`src/rtl/keypad_scanner.sv`:
```
// Row-strobed matrix keypad scanner with frame-level debounce and a
// valid/ready key-event output that drops (and flags) presses while an event is pending.
module keypad_scanner #(
  parameter int ROWS     = 4,
  parameter int COLS     = 3,
  parameter int DWELL    = 2,
  parameter int DEBOUNCE = 3,
  localparam int KW      = $clog2(ROWS * COLS)
) (
  input  logic            clk,
  input  logic            reset,
  output logic [ROWS-1:0] row_drive,
  input  logic [COLS-1:0] col_in,
  output logic            out_valid,
  input  logic            out_ready,
  output logic [KW-1:0]   number,
  output logic            pressed,
  output logic            overflow
);

  localparam int RW = $clog2(ROWS);
  localparam int DW = (DWELL > 1) ? $clog2(DWELL) : 1;
  localparam int CW = $clog2(DEBOUNCE + 1);

  typedef enum logic [1:0] {S_IDLE, S_CONFIRM, S_HELD} state_t;

  logic [DW-1:0] dwell;
  logic [RW-1:0] row_idx;
  logic [1:0]    hit_cnt;
  logic [KW-1:0] hit_key;
  logic          frame_vld, frame_one, frame_none;
  logic [KW-1:0] frame_key;

  state_t        state;
  logic [CW-1:0] cnt, rel;
  logic [KW-1:0] cand;

  logic          sample;
  logic [1:0]    row_hits, tot;
  logic [2:0]    tot_w;
  logic [KW-1:0] row_key, comb_key;
  logic          accept;

  assign sample = (dwell == DW'(DWELL - 1));

  // Hit count saturates at 2: only none/one/many matters for classification.
  always_comb begin
    row_hits = '0;
    row_key  = '0;
    for (int unsigned c = 0; c < COLS; c++) begin
      if (col_in[c]) begin
        if (row_hits == 2'd0) row_key = KW'(int'(row_idx) * COLS + int'(c));
        if (row_hits != 2'd2) row_hits = row_hits + 2'd1;
      end
    end
    tot_w    = {1'b0, hit_cnt} + {1'b0, row_hits};
    tot      = (tot_w >= 3'd2) ? 2'd2 : tot_w[1:0];
    comb_key = (hit_cnt == 2'd0) ? row_key : hit_key;
  end

  always_ff @(posedge clk) begin
    if (!reset) begin
      row_drive  <= ROWS'(1);
      row_idx    <= '0;
      dwell      <= '0;
      hit_cnt    <= '0;
      hit_key    <= '0;
      frame_vld  <= 1'b0;
      frame_one  <= 1'b0;
      frame_none <= 1'b0;
      frame_key  <= '0;
    end else begin
      frame_vld <= 1'b0;
      if (sample) begin
        dwell     <= '0;
        row_drive <= {row_drive[ROWS-2:0], row_drive[ROWS-1]};
        if (row_idx == RW'(ROWS - 1)) begin
          row_idx    <= '0;
          hit_cnt    <= '0;
          hit_key    <= '0;
          frame_vld  <= 1'b1;
          frame_one  <= (tot == 2'd1);
          frame_none <= (tot == 2'd0);
          frame_key  <= comb_key;
        end else begin
          row_idx <= row_idx + 1'b1;
          hit_cnt <= tot;
          hit_key <= comb_key;
        end
      end else begin
        dwell <= dwell + 1'b1;
      end
    end
  end

  assign accept = frame_vld && frame_one &&
                  ((state == S_IDLE && DEBOUNCE == 1) ||
                   (state == S_CONFIRM && frame_key == cand && cnt == CW'(DEBOUNCE - 1)));

  always_ff @(posedge clk) begin
    if (!reset) begin
      state     <= S_IDLE;
      cnt       <= '0;
      rel       <= '0;
      cand      <= '0;
      out_valid <= 1'b0;
      number    <= '0;
      pressed   <= 1'b0;
      overflow  <= 1'b0;
    end else begin
      overflow <= 1'b0;
      if (out_valid && out_ready) out_valid <= 1'b0;
      // An accept coinciding with a handshake reloads rather than overflows.
      if (accept) begin
        if (!out_valid || out_ready) begin
          out_valid <= 1'b1;
          number    <= frame_key;
        end else begin
          overflow <= 1'b1;
        end
      end
      if (frame_vld) begin
        case (state)
          S_IDLE: begin
            if (frame_one) begin
              cand <= frame_key;
              cnt  <= CW'(1);
              if (accept) begin
                state   <= S_HELD;
                rel     <= '0;
                pressed <= 1'b1;
              end else begin
                state <= S_CONFIRM;
              end
            end
          end
          S_CONFIRM: begin
            if (!frame_one) begin
              state <= S_IDLE;
              cnt   <= '0;
            end else if (frame_key != cand) begin
              cand <= frame_key;
              cnt  <= CW'(1);
            end else begin
              cnt <= cnt + 1'b1;
              if (accept) begin
                state   <= S_HELD;
                rel     <= '0;
                pressed <= 1'b1;
              end
            end
          end
          S_HELD: begin
            if (!frame_none) begin
              rel <= '0;
            end else if (rel == CW'(DEBOUNCE - 1)) begin
              state   <= S_IDLE;
              rel     <= '0;
              cnt     <= '0;
              pressed <= 1'b0;
            end else begin
              rel <= rel + 1'b1;
            end
          end
          default: state <= S_IDLE;
        endcase
      end
    end
  end

endmodule

```
`config.mk`:
```
export PLATFORM = sky130hd
export DESIGN_NAME = keypad_scanner
export DESIGN_NICKNAME = d
export VERILOG_FILES = /design/src/rtl/keypad_scanner.sv
export SDC_FILE = /design/constraint.sdc
export NUM_CORES = 1
export LEC_CHECK = 0
export BUFFER_PORTS_ARGS = -buffer_cell sky130_fd_sc_hd__buf_2
export CAP_MARGIN = 20
export CORE_MARGIN = 4
export CORE_UTILIZATION = 48
export DETAILED_ROUTE_END_ITERATION = 10
export GPL_TIMING_DRIVEN = 0
export PLACE_DENSITY = 0.66
export SLEW_MARGIN = 20
export SYNTH_ARGS = -nofsm -noshare
export SYNTH_HDL_FRONTEND = slang
export SYNTH_SLANG_ARGS = --single-unit
```
`constraint.sdc`:
```
create_clock -name clk -period 2.9 [get_ports clk]
set_input_delay 0.58 -clock clk [delete_from_list [all_inputs] [get_ports clk]]
set_output_delay 0.58 -clock clk [all_outputs]
set_load 0.02 [all_outputs]
```
==> out/results.tsv <==
stage	metric	value	unit
status	result of the run	finished clean	
synth	total nets after synthesis	230	
worst_setup_path	CP Data Arrival Time	2.36	ns
floorplan	die extent in x	71.2	um
power	static power due to leakage	0.000886	uW
power	Max rail drop VDD	0.371	mV
worst_setup_path	type of element launching the critical path	primary input	
grt	global-route wire length before repair	6600	um
clocking	post-cts hold buffer count	0	
synth	synthesis warning total	0	
floorplan	Die H	71.2	um
worst_setup_path	required time of the critical path	3.06	ns
cells_and_area	Area growth syn-to-layout	12.3	%
synth	share of synthesized area occupied by flip-flops and latches	38.6	%
grt	number of global-route vias before repair	1438	
clocking	total setup buffers inserted after CTS	0	
drt	max layer used	met4	
drt	DR pass1 iterations	4	
worst_setup_path	largest stage delay on the critical path	0.43	ns
synth	share of the synthesized area in the top cell type	38.6	%
worst_setup_path	worst-path cell with the longest stage delay	fa_1	
drt	Remaining DRCs	0	
clocking	cts bufs inserted	5	
sta	sum of negative setup slack	0	ns
clocking	clock slew seen by the registers of the worst setup and hold paths	0.07	ns
worst_setup_path	R2R depth	6	
sta	share of the clock period used by the worst path	76.0	%
drt	number of vias per cell after detailed routing	5.38	
drt	detailed-routed wire length on met2	1690	um
place	dpl hpwl	2760	um
sta	actual transition at the worst max-transition pin	0.783	ns
drt	M1 WL	1900	um
clocking	Clock Sinks	37	
sta	endpoints failing hold	0	
grt	largest net degree at the start of global routing	12	
synth	register bit total from synthesis	37	
synth	count of different cell masters after synthesis	49	
synth	fraction of synthesis flops using an asynchronous set or reset pin	0	%
synth	Synth area leader	dfxtp_1	
place	global placer's final weighted congestion	0.766	
clocking	deepest clock path buffer count	2	
cells_and_area	number of antenna diodes	0	
grt	number of antenna violations at the first check in global routing	0	
min_path	launch point of the worst hold path	hit_key[3]	
drt	count of nets left with antenna violations after detail routing	0	
cells_and_area	post-layout net count	252	
synth	most frequent cells after synthesis	37 x dfxtp_1, 23 x nor2_1, 15 x inv_1, 12 x mux2i_1, 11 x ha_1	
drt	total wire length	3760	um
min_path	path type of the worst min-delay path	flop to flop	
grt	overflow left after global routing	0	
worst_setup_path	critical-path maximum fanout	8	
worst_setup_path	crit path capture type	flop	
synth	mean instance size in the synthesized netlist	9.05	sq um
floorplan	Starting Density	50.9	%
floorplan	total die area	5070	sq um
clocking	number of gates given a new drive strength after cts	0	
synth	number of enable flip-flop cells after synthesis	0	
cells_and_area	number of fill cells in the layout	346	
sta	setup violators final	0	
synth	largest cells by area after synthesis	dfxtp_1 39%, ha_1 7.2%, mux2i_1 6.3%	
sta	unrepaired setup endpoints after global routing	no	
sta	Final Max Slew Viols	0	
cells_and_area	share of layout cells above drive strength 1	15.7	%
worst_setup_path	Worst Setup Path Type	primary input to flop	
sta	minimum clock period	2.21	ns
synth	Syn Inst Count	212	
synth	top-count cell post-synth	dfxtp_1	
sta	headroom to the max-slew limit	46.5	%
min_path	number of cells traversed by the worst hold path	2	
clocking	clock latency on the worst-skew pair	0.29	ns
drt	met3 routed wirelength	133	um
floorplan	Top-Level Pins	17	
sta	Achievable Freq	453	MHz
power	Power Density	484	nW/um^2
clocking	clock tree from TritonCTS	built	
power	total power draw	1040	uW
worst_setup_path	worst path cell trace	buf_2 > inv_1 > ha_1 > mux2_2 > ha_1 > inv_1 > fa_1 > nand3_1 > nor2_1 > a21oi_1 > nor2_1	
job	count of maximum capacitance violations	0	
synth	Cell Area, Synth	1920	sq um
floorplan	area of the core region	3770	sq um
synth	flip-flop cell with the highest count after synthesis	dfxtp_1	
clocking	Max H-tree Level	2	
worst_setup_path	Crit Reg-Reg Startpoint	row_idx[0]	
drt	via count	1522	
worst_setup_path	FF-to-FF setup slack	0.87	ns
sta	Final Skew	0.00632	ns
drt	routed length per instance	13.3	um
drt	DRC violation total after the first TritonRoute iteration	50	
place	IO Port Bufs	15	
clocking	Root Buffer	clkbuf_8	
min_path	destination of the worst hold path	hit_key[3]	
worst_setup_path	endpoint of the worst register-to-register path	frame_key[2]	
grt	global-route usage over all layers	16.1	%
floorplan	Cell Rows	22	
==> cells by family after synthesis <==
group | count (synthesis) | synth area share, %
compound gates | 43 | 16.4
xor+xnor | 6 | 2.74
fa+ha+maj | 12 | 8.22
buf+inv | 26 | 5.94
flops | 37 | 38.6
mux | 13 | 6.85
simple gates | 75 | 21.2
==> final cells by class <==
class                      instances  area [sq um]  area share (%)
multi-input combinational        149          1060            49.4
clock inverter                     1          5.00           0.232
sequential                        37           741            34.4
clock buffer                       7          96.3            4.47
tap                               48          60.1            2.79
buffer                            10          53.8            2.50
inverter                          16          60.1            2.79
timing repair buffer              15          75.1            3.48
==> worst max path at each step <==
stage                     slack (ns)         end  startpoint  depth (start not counted)
final                           0.69   frame_one   col_in[0]                         11
after global routing            0.49   frame_one   col_in[0]                         11
after CTS                       0.69   frame_one   col_in[0]                         11
after detailed placement        0.39   frame_one   col_in[0]                         11
after global placement          0.40   frame_one   col_in[0]                         11
after floorplan                 0.69  hit_cnt[0]   col_in[0]                          9
==> metal layers <==
metal  up-vias  track usage, %
met3         6            4.63
met4         0            5.01
met5         -               0
met1       698            21.6
li1        797               -
met2        21            25.2
==> worst max-delay path: cells and delay by family <==
| kind | cells | cell delay (ns) |
|---|---|---|
| buffers and inverters | 3 | 0.29 |
| AOI/OAI and AO/OA | 1 | 0.11 |
| adders and majority gates | 3 | 0.89 |
| muxes | 1 | 0.26 |
| and+or+nand+nor | 3 | 0.24 |
==> placed cells by master (no fill, tap or decap), types with 3 or more instances in the layout <==
master,n
and3b_1,4
and2_1,3
buf_2,16
o21ai_0,6
a31o_1,4
nor3_1,5
nand3_1,5
clkbuf_8,7
inv_1,15
a21oi_1,6
nand2_1,10
dfxtp_1,37
o41ai_1,3
nor2b_1,4
mux2i_1,12
clkbuf_1,6
nand4_1,6
nor2_1,23
xnor2_1,4
a211oi_1,3
a21oi_2,4
ha_1,11
==> state kept, by name, indices dropped and copies added (netlist names) <==
| signal | flops |
|---|---|
| overflow | 1 |
| rel | 2 |
| dwell | 1 |
| hit_key | 4 |
| hit_cnt | 2 |
| state | 2 |
| cnt | 2 |
| frame_one | 1 |
| number | 4 |
| frame_key | 4 |
| frame_none | 1 |
| pressed | 1 |
| frame_vld | 1 |
| row_idx | 2 |
| cand | 4 |
| out_valid | 1 |
| row_drive | 4 |
==> metrics by stage <==
stage / util (%) / cells / worst slack [ns] / instance area (sq um) / hold WS (ns)
3_3_place_gp: 54.4 / 275 / 0.400 / 2050 / 0.466
3_5_place_dp: 54.4 / 275 / 0.394 / 2050 / 0.478
4_1_cts: 57.1 / 283 / 0.687 / 2150 / 0.491
5_1_grt: 57.1 / 283 / 0.492 / 2150 / 0.510
2_1_floorplan: - / 212 / 0.688 / 1920 / 0.450
6_report: 57.1 / 283 / 0.695 / 2150 / 0.495
==> power by group <==
group / internal [uW] / switching (uW)
Sequential: 522 / 15.5
Combinational: 45.8 / 71.0
Clock: 215 / 175
Total: 782 / 261
Power figures use the tool's default switching activity.
